`src/rtl/mmio_region_ctrl.sv`:
```
// mmio_region_ctrl: decodes CPU accesses into NUM_REGIONS base/size windows,
// inserts per-region wait states, registers read data and keeps an error log
// (count, first faulting address, sticky flag) for accesses that hit no region.
module mmio_region_ctrl #(
    parameter int ADDR_W      = 16,
    parameter int DATA_W      = 16,
    parameter int NUM_REGIONS = 8,
    parameter logic [NUM_REGIONS*ADDR_W-1:0] REGION_BASE =
        {16'hC000, 16'hA000, 16'h9000, 16'h8000, 16'h4800, 16'h2400, 16'h4800, 16'h0000},
    parameter logic [NUM_REGIONS*5-1:0] REGION_SZLOG2 =
        {5'd10, 5'd8, 5'd12, 5'd12, 5'd6, 5'd13, 5'd7, 5'd13},
    parameter logic [NUM_REGIONS*4-1:0] REGION_WAIT =
        {4'd1, 4'd2, 4'd5, 4'd0, 4'd2, 4'd3, 4'd1, 4'd0},
    parameter logic [ADDR_W-1:0] ERR_ADDR = 16'h48F0
) (
    input  logic                          clk_i,
    input  logic                          rst_ni,
    input  logic [ADDR_W-1:0]             cpu_addr_i,
    input  logic                          cpu_rd_i,
    input  logic                          cpu_wr_i,
    input  logic [DATA_W-1:0]             cpu_wdata_i,
    output logic [DATA_W-1:0]             cpu_rdata_o,
    output logic                          cpu_ready_o,
    output logic [NUM_REGIONS-1:0]        reg_sel_o,
    output logic [ADDR_W-1:0]             reg_addr_o,
    output logic                          reg_wr_o,
    output logic [DATA_W-1:0]             reg_wdata_o,
    input  logic [NUM_REGIONS*DATA_W-1:0] reg_rdata_i,
    output logic                          bus_err_o
);

    localparam logic [ADDR_W-1:0] ERR_ADDR1 = ERR_ADDR + 1'b1;

    typedef enum logic [1:0] {IDLE, ACCESS, DONE} state_t;

    state_t                  state_q, state_d;
    logic [3:0]              cnt_q, cnt_d;
    logic                    is_wr_q, is_wr_d;
    logic                    miss_q, miss_d;
    logic [NUM_REGIONS-1:0]  sel_q, sel_d;
    logic [ADDR_W-1:0]       off_q, off_d;
    logic [DATA_W-1:0]       wdata_q, wdata_d;
    logic [DATA_W-1:0]       rdata_q, rdata_d;
    logic [7:0]              err_cnt_q, err_cnt_d;
    logic [ADDR_W-1:0]       err_addr_q, err_addr_d;
    logic                    err_sticky_q, err_sticky_d;

    logic [NUM_REGIONS-1:0]  hit;
    logic                    hit_any;
    logic [NUM_REGIONS-1:0]  hit_onehot;
    logic [3:0]              hit_wait;
    logic [ADDR_W-1:0]       hit_off;
    logic [DATA_W-1:0]       rdata_masked [NUM_REGIONS];
    logic [DATA_W-1:0]       sel_rdata;
    logic [DATA_W-1:0]       err_status;

    // Per-region window compare and read-data gating by the held select
    for (genvar gi = 0; gi < NUM_REGIONS; gi++) begin : g_region
        assign hit[gi] = (cpu_addr_i >> REGION_SZLOG2[gi*5 +: 5]) ==
                         (REGION_BASE[gi*ADDR_W +: ADDR_W] >> REGION_SZLOG2[gi*5 +: 5]);
        assign rdata_masked[gi] = reg_rdata_i[gi*DATA_W +: DATA_W] & {DATA_W{sel_q[gi]}};
    end

    // Lowest-index hit wins: scan downward so lower indices overwrite higher ones
    always_comb begin
        hit_any    = 1'b0;
        hit_onehot = '0;
        hit_wait   = '0;
        hit_off    = '0;
        for (int i = NUM_REGIONS - 1; i >= 0; i--) begin
            if (hit[i]) begin
                hit_any       = 1'b1;
                hit_onehot    = '0;
                hit_onehot[i] = 1'b1;
                hit_wait      = REGION_WAIT[i*4 +: 4];
                hit_off       = cpu_addr_i - REGION_BASE[i*ADDR_W +: ADDR_W];
            end
        end
    end

    // Read-data mux over the one-hot select, plus the error status word layout
    always_comb begin
        sel_rdata = '0;
        for (int i = 0; i < NUM_REGIONS; i++) begin
            sel_rdata = sel_rdata | rdata_masked[i];
        end
        err_status           = '0;
        err_status[7:0]      = err_cnt_q;
        err_status[DATA_W-1] = err_sticky_q;
    end

    // Next-state logic: request capture/decode, wait countdown, completion
    always_comb begin
        state_d      = state_q;
        cnt_d        = cnt_q;
        is_wr_d      = is_wr_q;
        miss_d       = miss_q;
        sel_d        = sel_q;
        off_d        = off_q;
        wdata_d      = wdata_q;
        rdata_d      = rdata_q;
        err_cnt_d    = err_cnt_q;
        err_addr_d   = err_addr_q;
        err_sticky_d = err_sticky_q;
        case (state_q)
            IDLE: begin
                if (cpu_rd_i || cpu_wr_i) begin
                    is_wr_d = cpu_wr_i;
                    wdata_d = cpu_wdata_i;
                    miss_d  = 1'b0;
                    if (cpu_addr_i == ERR_ADDR || cpu_addr_i == ERR_ADDR1) begin
                        state_d = DONE;
                        if (cpu_wr_i) begin
                            rdata_d = '0;
                            if (cpu_addr_i == ERR_ADDR) begin
                                err_cnt_d    = '0;
                                err_addr_d   = '0;
                                err_sticky_d = 1'b0;
                            end
                        end else if (cpu_addr_i == ERR_ADDR) begin
                            rdata_d = err_status;
                        end else begin
                            rdata_d = DATA_W'(err_addr_q);
                        end
                    end else if (hit_any) begin
                        state_d = ACCESS;
                        sel_d   = hit_onehot;
                        off_d   = hit_off;
                        cnt_d   = hit_wait;
                    end else begin
                        // Unmapped: log it, return zero, drop any write data
                        state_d      = DONE;
                        miss_d       = 1'b1;
                        rdata_d      = '0;
                        err_sticky_d = 1'b1;
                        if (err_cnt_q != 8'hFF) err_cnt_d = err_cnt_q + 8'd1;
                        if (!err_sticky_q) err_addr_d = cpu_addr_i;
                    end
                end
            end
            ACCESS: begin
                if (cnt_q != 4'd0) begin
                    cnt_d = cnt_q - 4'd1;
                end else begin
                    rdata_d = is_wr_q ? '0 : sel_rdata;
                    sel_d   = '0;
                    state_d = DONE;
                end
            end
            DONE: begin
                state_d = IDLE;
                miss_d  = 1'b0;
            end
            default: state_d = IDLE;
        endcase
    end

    // State and datapath registers; reset aborts any access in flight
    always_ff @(posedge clk_i or negedge rst_ni) begin
        if (!rst_ni) begin
            state_q      <= IDLE;
            cnt_q        <= '0;
            is_wr_q      <= 1'b0;
            miss_q       <= 1'b0;
            sel_q        <= '0;
            off_q        <= '0;
            wdata_q      <= '0;
            rdata_q      <= '0;
            err_cnt_q    <= '0;
            err_addr_q   <= '0;
            err_sticky_q <= 1'b0;
        end else begin
            state_q      <= state_d;
            cnt_q        <= cnt_d;
            is_wr_q      <= is_wr_d;
            miss_q       <= miss_d;
            sel_q        <= sel_d;
            off_q        <= off_d;
            wdata_q      <= wdata_d;
            rdata_q      <= rdata_d;
            err_cnt_q    <= err_cnt_d;
            err_addr_q   <= err_addr_d;
            err_sticky_q <= err_sticky_d;
        end
    end

    assign cpu_rdata_o = rdata_q;
    assign cpu_ready_o = (state_q == DONE);
    assign bus_err_o   = (state_q == DONE) && miss_q;
    assign reg_sel_o   = sel_q;
    assign reg_addr_o  = off_q;
    assign reg_wdata_o = wdata_q;
    assign reg_wr_o    = (state_q == ACCESS) && (cnt_q == 4'd0) && is_wr_q;

endmodule

```
`config.mk`:
```
export PLATFORM = sky130hd
export DESIGN_NAME = mmio_region_ctrl
export DESIGN_NICKNAME = d
export VERILOG_FILES = /design/src/rtl/mmio_region_ctrl.sv
export SDC_FILE = /design/constraint.sdc
export NUM_CORES = 1
export LEC_CHECK = 0
export ABC_AREA = 1
export BUFFER_PORTS_ARGS = -buffer_cell sky130_fd_sc_hd__buf_2
export CAP_MARGIN = 20
export CELL_PAD_IN_SITES_DETAIL_PLACEMENT = 1
export CELL_PAD_IN_SITES_GLOBAL_PLACEMENT = 1
export CORE_MARGIN = 4
export CORE_UTILIZATION = 38
export CTS_BUF_LIST = sky130_fd_sc_hd__clkbuf_2
export DETAILED_ROUTE_END_ITERATION = 10
export PLACE_DENSITY_LB_ADDON = 0.15
export RECOVER_POWER = 100
export SYNTH_ARGS = -nofsm -noshare
export SYNTH_HDL_FRONTEND = slang
export SYNTH_SLANG_ARGS = --single-unit
```
`constraint.sdc`:
```
create_clock -name clk_i -period 3.5 [get_ports clk_i]
set_clock_uncertainty 0.2 [all_clocks]
set_input_delay 0.175 -clock clk_i [delete_from_list [all_inputs] [get_ports clk_i]]
set_output_delay 0.175 -clock clk_i [all_outputs]
set_load 0.005 [all_outputs]
```
# Word level (Yosys, flattened, before mapping)
# Cells that the tools add are included.
# Widths: inputs -> output; s select.
# classes
add_sub_neg	8
n_eq_ne	22
n_mux	73
n_reduce_logical	22
n_bitwise	16
# op_table
op	count
$mux 16	20
$mux 8	17
$and 16x16->16	8
$or 16x16->16	7
$sub 16x16->16 const B	4
$mux 4	9
$eq 16x15->1 const B	2
$pmux 16 s2	1
$logic_not 16->1	1
$mux 1	16
$pmux 8 s2	1
$sub 16x14->16 const B	1
$sub 16x15->16 const B	1
$reduce_and 5->1	3
$ne 2x2->1 const B	7
$reduce_and 6->1	2
$eq 10x9->1 const B	1
$mux 2	5
$eq 9x8->1 const B	1
$add 8x1->8 const B	1
$eq 4x4->1 const B	2
$eq 8x8->1 const B	1
$ne 8x8->1 const B	1
$pmux 4 s2	1
19 further kinds	28
# totals
register_bits	89
word_cells	152
in_bits	164

# Longest topological paths before layout
# Gate-level depths: netlist of the first run.
# depth
depth_word	13
depth_mapped	15
depth_no_buf	15

# Least setup slack after synthesis of the first run
# OpenSTA, ideal clock, no wires.
# synth_path
path_kind	input to register
from	in cpu_addr_i[13]
to	reg cnt_q[0]
t_arrival_ns	1.690
stages	13
setup_slack_ns	1.481
n_path_buf	2
path_cell_list	inv_1 ha_1 nand3_1 nor2_4 buf_4 nand4_1 nand2_1 inv_2 nand3_2 buf_6 o21ai_2 nand2_1 o21ai_1
# synth_via
elab_chain_cells	13
word_cells_on_any_way	34
classes_between	eq/ne: 11; mux: 20; reduce/logical: 3
# synth_lines
element	line	rtl
start, declared	18	input logic [ADDR_W-1:0] cpu_addr_i,
$eq 6x6->1	59	assign hit[gi] = (cpu_addr_i >> REGION_SZLOG2[gi*5 +: 5]) ==
$mux 1	71	if (hit[i]) begin
$mux 2	71	
$mux 3	71	
$mux 4 (5 in a row)	71	
$mux 4	125	end else if (hit_any) begin
$mux 4	111	if (cpu_addr_i == ERR_ADDR || cpu_addr_i == ERR_ADDR1) begin
$mux 4	107	if (cpu_rd_i || cpu_wr_i) begin
$pmux 4 s2	105	case (state_q)
end signal, assigned	174	cnt_q <= cnt_d;
end, declared	37	logic [3:0] cnt_q, cnt_d;
# Several ways; a longest one is shown, not always the timed one. The select of a mux whose other input is x is not followed.
# A chain may end at the register's enable or synchronous reset.

# Worst setup path after layout of the first run
# layout_path
from	reg sel_q[2], in the netlist reg_sel_o[2]
to	reg rdata_q[13], in the netlist cpu_rdata_o[13]
# layout_via
elab_chain_cells	10
# layout_lines
element	line	rtl
start, declared	40	logic [NUM_REGIONS-1:0] sel_q, sel_d;
start signal, assigned	177	sel_q <= sel_d;
$and 16x16->16	61	assign rdata_masked[gi] = reg_rdata_i[gi*DATA_W +: DATA_W] & {DATA_W{sel_q[gi]}};
$or 16x16->16 (6 in a row)	85	sel_rdata = sel_rdata | rdata_masked[i];
$mux 16	145	rdata_d = is_wr_q ? '0 : sel_rdata;
$mux 16	142	if (cnt_q != 4'd0) begin
$pmux 16 s2	105	
end signal, assigned	180	rdata_q <= rdata_d;
end, declared	43	logic [DATA_W-1:0] rdata_q, rdata_d;
# Every way passes these cells. The select of a mux whose other input is x is not followed.

==> results.md, run 1 <==
- Final Hold Viols: 0
- Area added between synthesis and finish: 37.8%
- Worst Hold Path EP: reg_addr_o[4]$_DFFE_PN0P_
- Count of filler cells inserted in the layout: approximately 2,100
- CP Cell Sequence: a22o_1, dlygate4sd3_1, nor2_1, dlygate4sd3_1, nand2_1, dlygate4sd3_1, nand2_1, nand2_1, nand3_1, nand2_1
- Power share of the clock group: 11.3%
- Remaining Overflow, GRT: 0
- Clock tree from TritonCTS: yes
- Width of the chip: between 100 and 150 um
- Largest voltage drop on the vdd net: roughly 0.49 mV
- Residual DRC: 0
- First drt pass iteration count: 5
- Violations in the final reports: capacitance limit, slew limit
- Number of H-tree branching levels: 3
- Clock Sinks: 89
- Net switching share of the total power: between 40% and 50%
- Largest fanout of any net on the critical path: 18
- Summed negative setup slack over all endpoints: 0 ps
- Routed WL: ~25,000 um
- Worst slew margin relative to its limit: -44.3%
- Mean area per synthesized cell: a little under 7 sq um
- Register-to-register path setup slack: around 230 ps
- Total vias in the final route: roughly 7,100
- Sequential power share: about two fifths
- CP Buf/Inv Count: 3
- Std cell rows: between 40 and 50
- Yosys warns: 0
- Share of total power in combinational logic: between 40% and 50%
- Buffers on Ports: 222
- Most frequent cell on the critical path: nand2_1
- Kind of path behind the tightest hold check: in2reg
- Hold path startpoint: cpu_addr_i[4]
- Static power due to leakage: around 4.4 nW
- Syn nets: ~1,100
- Count of maximum capacitance violations: 2
- Number of nets in the layout: 1,367
- Sequential share of the synthesized area: 37.0%
- Top achievable clock speed: 305 MHz
- Count of routing violations after the opening detailed-route iteration: approximately 280
- Number of global-route vias before repair: about 7,800
- Data required, critical path: ~3800 ps
- GRT Util Overall: around 29%
- Sequential standard cell area: roughly 2200 sq um
- Cell family contributing the most delay on the critical path: buffers and inverters
- RSZ-0062 raised after global routing: no
- Count of cells along the worst hold path: 4
- Source of the worst register-to-register timing path: reg_sel_o[2]$_DFFE_PN0P_
- Starting density of the core: between 30% and 40%
- Post-CTS clock slew at the launch and capture registers of the worst setup and hold paths: about 270 ps
- Depth of the worst register-to-register path: 10
- Startpoint type of the worst setup path: register
- Max stage delay cell, worst path: dfrtp_2
- Final weighted congestion in routability-driven placement: roughly 0.85
- Critical register-to-register path endpoint: cpu_rdata_o[13]$_DFFE_PN0P_
- Mean number of vias per cell: between 5 and 6
- Delay of the slowest cell on the worst path: between 600 and 700 ps
- Die height: ~130 um
- Measured slew at the worst slew-check pin: about 2200 ps
- Pin count of the biggest net entering global routing: 39
- Antenna violations before repair: 1
- Critical Path End Type: register
- Post-synthesis sequential element count: between 80 and 90
- Cell-internal power: about 2.4 mW
- Number of antenna-violating nets in the routed design: 0
- Final critical path time including I/O delays and setup: around 3300 ps
- CTS Root Cell: clkbuf_2
- Worst setup path class: reg2reg
- Share of final-layout standard cells stronger than drive strength 1: 18.9%
- Count of mapped cells out of synthesis: 871
- Power density over the cells: 525 nW/um^2
- Number of clock buffers inserted by TritonCTS: 9
- Tcrit/Tclk final: approximately 94%
- Final setup viols: 0
- Result of the run: complete, but fails checks
- Placeable core region: ~15,000 sq um
- Power dissipated by switching net loads: between 1.5 and 2 mW
- Total standard cell area after synthesis: between 6000 and 7000 sq um
- Number of buffers on the longest clock path: 2
- Clock insertion delay at the later pin of the skew report: slightly above 600 ps
- Number of top-level design ports: roughly 220
- Overall power: roughly 4.4 mW
- Multi-input gate area in the final layout: around 3300 sq um
- Floorplan die area: around 18,000 sq um
- Average wire length per cell after detail routing: ~18 um
- Data arrival, critical path: 3570 ps
- Most common library cell in the layout ignoring fill and taps: nand2_1
- Number of distinct standard cells referenced by the synthesized netlist: 36
- Post-DP HPWL: 17,400 um
- Fin. max-slew vios: ~70
- Wire length of the first global-routing pass: ~41,000 um
- Most frequent cells in the layout: nand2_1 (379), buf_2 (176), dlygate4sd3_1 (106)
## power groups by stage
stage	registers [mW]	clock network [mW]	logic [mW]
2_1_floorplan	1.62	0	1.21
3_3_place_gp	1.74	0	1.73
3_5_place_dp	1.75	0	1.79
4_1_cts	1.73	0.510	2.16
5_1_grt	1.80	0.563	2.38
6_report	1.75	0.493	2.11
## worst max path at each step
stage | start | to | slack [ps] | cells after the start
global placement | cpu_addr_i[13] | reg_addr_o[13]$_DFFE_PN0P_ | 840 | 14
floorplan | cpu_addr_i[13] | cnt_q[0]$_DFFE_PN0P_ | 1480 | 13
CTS | reg_sel_o[3]$_DFFE_PN0P_ | cpu_rdata_o[13]$_DFFE_PN0P_ | 60 | 10
global route | state_q[0]$_DFFE_PN0P_ | reg_addr_o[13]$_DFFE_PN0P_ | 90 | 9
detailed placement | cpu_addr_i[14] | err_addr_q[15]$_DFFE_PN0P_ | 710 | 10
finish | reg_sel_o[2]$_DFFE_PN0P_ | cpu_rdata_o[13]$_DFFE_PN0P_ | 230 | 10
## worst register-to-register path, cell delays in order (launching register included)
cell and delay [ps]:
dfrtp_2 610, a22o_1 260, dlygate4sd3_1 550, nor2_1 90
dlygate4sd3_1 560, nand2_1 60, dlygate4sd3_1 560, nand2_1 70
nand2_1 60, nand3_1 90, nand2_1 60
## routing by layer
layer	GRT usage, %	up-vias	routed length (um)
met2	51.8	200	13000
met3	6.15	58	1220
met5	0	-	0
met1	33.8	3444	10400
met4	8.34	0	694
li1	-	3445	-
## timing repair
item	4_1_cts	5_1_grt
setup buffers	0	0
setup endpoints to repair	0	2
endpoints found under the hold margin	167	0
hold buffers	107	0
gates resized for setup	0	2
## flip-flops by register name, summed over array words and instances, names as in the netlist
register / count
cpu_rdata_o: 16
err_addr_q: 16
reg_addr_o: 16
reg_wdata_o: 16
err_cnt_q: 8
reg_sel_o: 8
cnt_q: 4
state_q: 2
err_sticky_q: 1
is_wr_q: 1
miss_q: 1
## final cells by class
class	count	share of cell area [%]
Antenna cell	1	0.0302
Inverter	70	3.17
Tap cell	211	3.19
Multi-Input combinational cell	676	39.4
Clock inverter	7	0.634
Timing Repair Buffer	336	26.1
Sequential cell	89	26.9
Clock buffer	9	0.544
## synth_stat cells
library cell	instances	share of area, %
or2_2	1	0.10
inv_2	6	0.37
nor2_1	40	2.5
nand4_1	36	3.7
xnor2_1	1	0.15
nor3_1	7	0.58
a22o_1	12	1.7
dfrtp_1	89	37
buf_6	8	1.5
o21ai_1	18	1.5
nand3_1	56	4.7
o22ai_1	2	0.21
a21oi_1	11	0.92
nand3_2	2	0.33
nand2_1	377	24
o2bb2ai_1	1	0.15
nand2_2	4	0.42
buf_1	1	0.062
o21ai_0	50	4.2
o21bai_1	3	0.37
clkinv_1	1	0.062
nand3_4	2	0.58
inv_1	63	3.9
clkbuf_1	21	1.3
o21ai_2	10	1.5
buf_2	4	0.33
a21boi_0	2	0.25
o31ai_1	2	0.25
o211ai_1	1	0.12
nor3_4	2	0.54
nand3b_1	2	0.25
ha_1	21	4.4
nor2_4	3	0.56
nand2_4	5	0.94
xor2_1	5	0.73
buf_4	2	0.25
## logic make-up (layout without fill, tap and decap cells)
logic type	count (synthesis)	in the layout	synth area share, %
buffers and inverters	106	422	7.83
and+or+nand+nor	537	537	38.8
AOI/OAI and AO/OA	112	112	11.1
xor gates and xnor gates	6	6	0.874
other	0	1	0
DFF	89	89	37.0
adders and majority gates	21	21	4.37
## stage by stage
step / setup slack [ps] / hold WS [ps] / cell area (sq um) / std cells / util (%)
floorplan: 1480 / -321 / 6010 / 871 / -
global placement: 839 / -10.6 / 7230 / 1275 / 47.1
detailed placement: 710 / -7.75 / 7230 / 1275 / 47.1
CTS: 55.7 / 78.5 / 8410 / 1398 / 54.7
global route: 89.0 / 73.4 / 8280 / 1399 / 53.9
finish: 226 / 153 / 8280 / 1399 / 53.9
Power figures use the tool's default switching activity.
==> inputs of run 2 (changes only) <==
--- a/config.mk
+++ b/config.mk
@@ -14,7 +14,7 @@
 export CORE_UTILIZATION = 38
 export CTS_BUF_LIST = sky130_fd_sc_hd__clkbuf_2
 export DETAILED_ROUTE_END_ITERATION = 10
-export PLACE_DENSITY_LB_ADDON = 0.15
+export PLACE_DENSITY = 0.86
 export RECOVER_POWER = 100
 export SYNTH_ARGS = -nofsm -noshare
 export SYNTH_HDL_FRONTEND = slang
==> run 2 against run 1 <==
Effect of this change: count of clock-buffer cells in the layout unchanged; hold slack got worse by 72 ps; combinational power is 12% higher; largest power group unchanged; critical path depth is 5 higher; worst setup slack worse by 110 ps; non-clock buffer count grew 13; cell count grew 1.1%; first-iteration DRC count grew 94%; highest routed layer unchanged; critical endpoint is now cpu_rdata_o[14]$_DFFE_PN0P_; wire length up 16%; the flow still finishes with violations (capacitance limit, slew limit).
==> results.md, run 2 (synthesized netlist as in run 1, its figures left out) <==
- Worst Hold Path EP: reg_addr_o[5]$_DFFE_PN0P_
- Tcrit/Tclk final: a little over nine tenths
- Count of maximum capacitance violations: 1
- Post-DP HPWL: around 18,000 um
- Cell-internal power: 2.53 mW
- Power density over the cells: 558 nW/um^2
- Static power due to leakage: around 4.5 nW
- Count of routing violations after the opening detailed-route iteration: ~550
- Clock Sinks: 89
- Sequential power share: about 38%
- Starting density of the core: between 30 and 40%
- Critical Path End Type: register
- Largest fanout of any net on the critical path: 17
- Most common library cell in the layout ignoring fill and taps: nand2_1
- Remaining Overflow, GRT: 0
- Final Hold Viols: 0
- Violations in the final reports: capacitance limit, slew limit
- Data required, critical path: slightly below 4000 ps
- Pin count of the biggest net entering global routing: 64
- Floorplan die area: approximately 18,000 sq um
- Largest voltage drop on the vdd net: between 0.3 and 0.4 mV
- Number of global-route vias before repair: approximately 8,300
- Depth of the worst register-to-register path: 10
- Number of buffers on the longest clock path: 2
- Number of top-level design ports: ~220
- CP Cell Sequence: dlygate4sd3_1, buf_2, inv_1, ha_1, nand3_1, nor2_4, nand2_2, nand3_2, nand2_4, inv_2, nand2_4, nand2_4, nand2_1, nand2_1, dlygate4sd3_1
- Count of cells along the worst hold path: 4
- Die height: ~130 um
- Delay of the slowest cell on the worst path: 550 ps
- Hold path startpoint: cpu_addr_i[5]
- DP Cell Count: 1,274
- Final critical path time including I/O delays and setup: between 3000 and 4000 ps
- Startpoint type of the worst setup path: input pin
- Share of final-layout standard cells stronger than drive strength 1: between 20% and 30%
- Net switching share of the total power: between 40 and 50%
- Buffers on Ports: about 220
- Number of antenna-violating nets in the routed design: 0
- Mean number of vias per cell: between 5 and 6
- Clock insertion delay at the later pin of the skew report: between 600 and 700 ps
- Worst slew margin relative to its limit: -13.1%
- Share of total power in combinational logic: between 40% and 50%
- Count of placed standard cells in the final layout, fillers left out: 1,414
- Worst setup path class: in2reg
- Post-CTS clock slew at the launch and capture registers of the worst setup and hold paths: about 390 ps
- Source of the worst register-to-register timing path: reg_sel_o[0]$_DFFE_PN0P_
- Fin. max-slew vios: 64
- Final weighted congestion in routability-driven placement: roughly 0.95
- Clock tree from TritonCTS: yes
- Result of the run: complete, but fails checks
- Data arrival, critical path: around 3800 ps
- Measured slew at the worst slew-check pin: 1700 ps
- Summed negative setup slack over all endpoints: 0 ps
- # Post-CTS Setup Buffers: 0
- Kind of path behind the tightest hold check: in2reg
- Width of the chip: ~130 um
- Register-to-register path setup slack: between 100 and 150 ps
- RSZ-0062 raised after global routing: yes
- Antenna violations before repair: 3
- Most frequent cell on the critical path: nand2_4
- Critical register-to-register path endpoint: cpu_rdata_o[14]$_DFFE_PN0P_
- First drt pass iteration count: 5
- Most frequent cells in the layout: nand2_1 (377), buf_2 (181), dlygate4sd3_1 (120)
- GRT Util Overall: around a third
- Number of nets in the layout: roughly 1,400
- Total vias in the final route: slightly below 8,000
- CTS Root Cell: clkbuf_2
- Wire length of the first global-routing pass: roughly 46,000 um
- Average wire length per cell after detail routing: ~21 um
- Std cell rows: between 40 and 50
- Power share of the clock group: between 10 and 15%
- Number of H-tree branching levels: 3
- Post-Route Utilization: between 50% and 60%
- Final setup viols: 0
- Top achievable clock speed: 296 MHz
- Number of clock buffers inserted by TritonCTS: 9
- Max stage delay cell, worst path: dlygate4sd3_1
- Residual DRC: 0
- Power dissipated by switching net loads: 2.22 mW
- Worst hold slack across all endpoints: a little over 80 ps
- Routed WL: approximately 30,000 um
- Area added between synthesis and finish: 41.4%
- Placeable core region: roughly 15,000 sq um
run 2: cell types whose count changed in the layout (fill, tap and decap cells not counted), moves of 2 or more:
cell           before  now
clkbuf_1           49   43
nand2_1           379  377
dfrtp_1            87   84
clkinv_2            2    0
o21ai_2             2    9
buf_2             176  181
inv_8               0    3
o21ai_1             2   15
diode_2             1    3
clkinv_4            2    0
dlygate4sd3_1     106  120
dfrtp_2             2    5
o21ai_0            74   54
run 2: metal layers:
| metal | vias to the layer above | track usage [%] | part of all wire (%) | wire length (um) |
|---|---|---|---|---|
| met3 | 110 | 5.14 | 5.6 | 1640 |
| li1 | 3467 | - | - | - |
| met5 | - | 0 | 0 | 0 |
| met1 | 3839 | 37.5 | 37 | 11000 |
| met4 | 0 | 16.3 | 5.5 | 1610 |
| met2 | 367 | 59.2 | 52 | 15200 |
run 2: timing repair:
item | CTS | global route
hold buffers | 121 | 0
setup endpoints to repair | 0 | 3
hold endpoints to repair | 159 | 0
resized for setup | 0 | 5
run 2: power groups by stage:
stage	combinational, mW	sequential (mW)	clock, mW
after floorplan	1.21	1.62	0
after global placement	1.72	1.73	0
after detailed placement	1.80	1.74	0
after CTS	2.25	1.72	0.579
after global routing	2.60	1.82	0.643
final	2.36	1.78	0.601
run 2: worst max-delay path, delay by kind of cell:
family	cells	cell delay (ps)
buffers and inverters	5	1660
adders and majority gates	1	320
and+or+nand+nor	9	1590
run 2: final cells by class:
class / instances / area [sq um]
multi-input combinational: 676 / 3310
sequential: 89 / 2230
fill: 2083 / 6870
timing repair buffer: 349 / 2300
antenna: 3 / 7.51
tap: 211 / 264
clock inverter: 7 / 76.3
clock buffer: 9 / 45.0
inverter: 70 / 263
run 2: worst max-delay path by stage:
| stage | start | end | slack, ps | depth (start not counted) |
|---|---|---|---|---|
| floorplan | cpu_addr_i[13] | cnt_q[0]$_DFFE_PN0P_ | 1480 | 13 |
| global placement | cpu_addr_i[13] | reg_addr_o[7]$_DFFE_PN0P_ | 690 | 11 |
| detailed placement | cpu_addr_i[13] | cnt_q[3]$_DFFE_PN0P_ | 560 | 11 |
| CTS | reg_sel_o[0]$_DFFE_PN0P_ | cpu_rdata_o[14]$_DFFE_PN0P_ | 20 | 10 |
| global route | cpu_addr_i[13] | cpu_rdata_o[14]$_DFFE_PN0P_ | -60 | 15 |
| finish | cpu_addr_i[13] | cpu_rdata_o[14]$_DFFE_PN0P_ | 120 | 15 |
run 2: through the flow:
step	cell area [sq um]	total power [mW]	worst slack [ps]
after floorplan	6010	2.82	1480
after global placement	7230	3.45	692
after detailed placement	7230	3.53	559
after CTS	8580	4.54	19.9
after global routing	8500	5.06	-61.6
final	8500	4.75	117
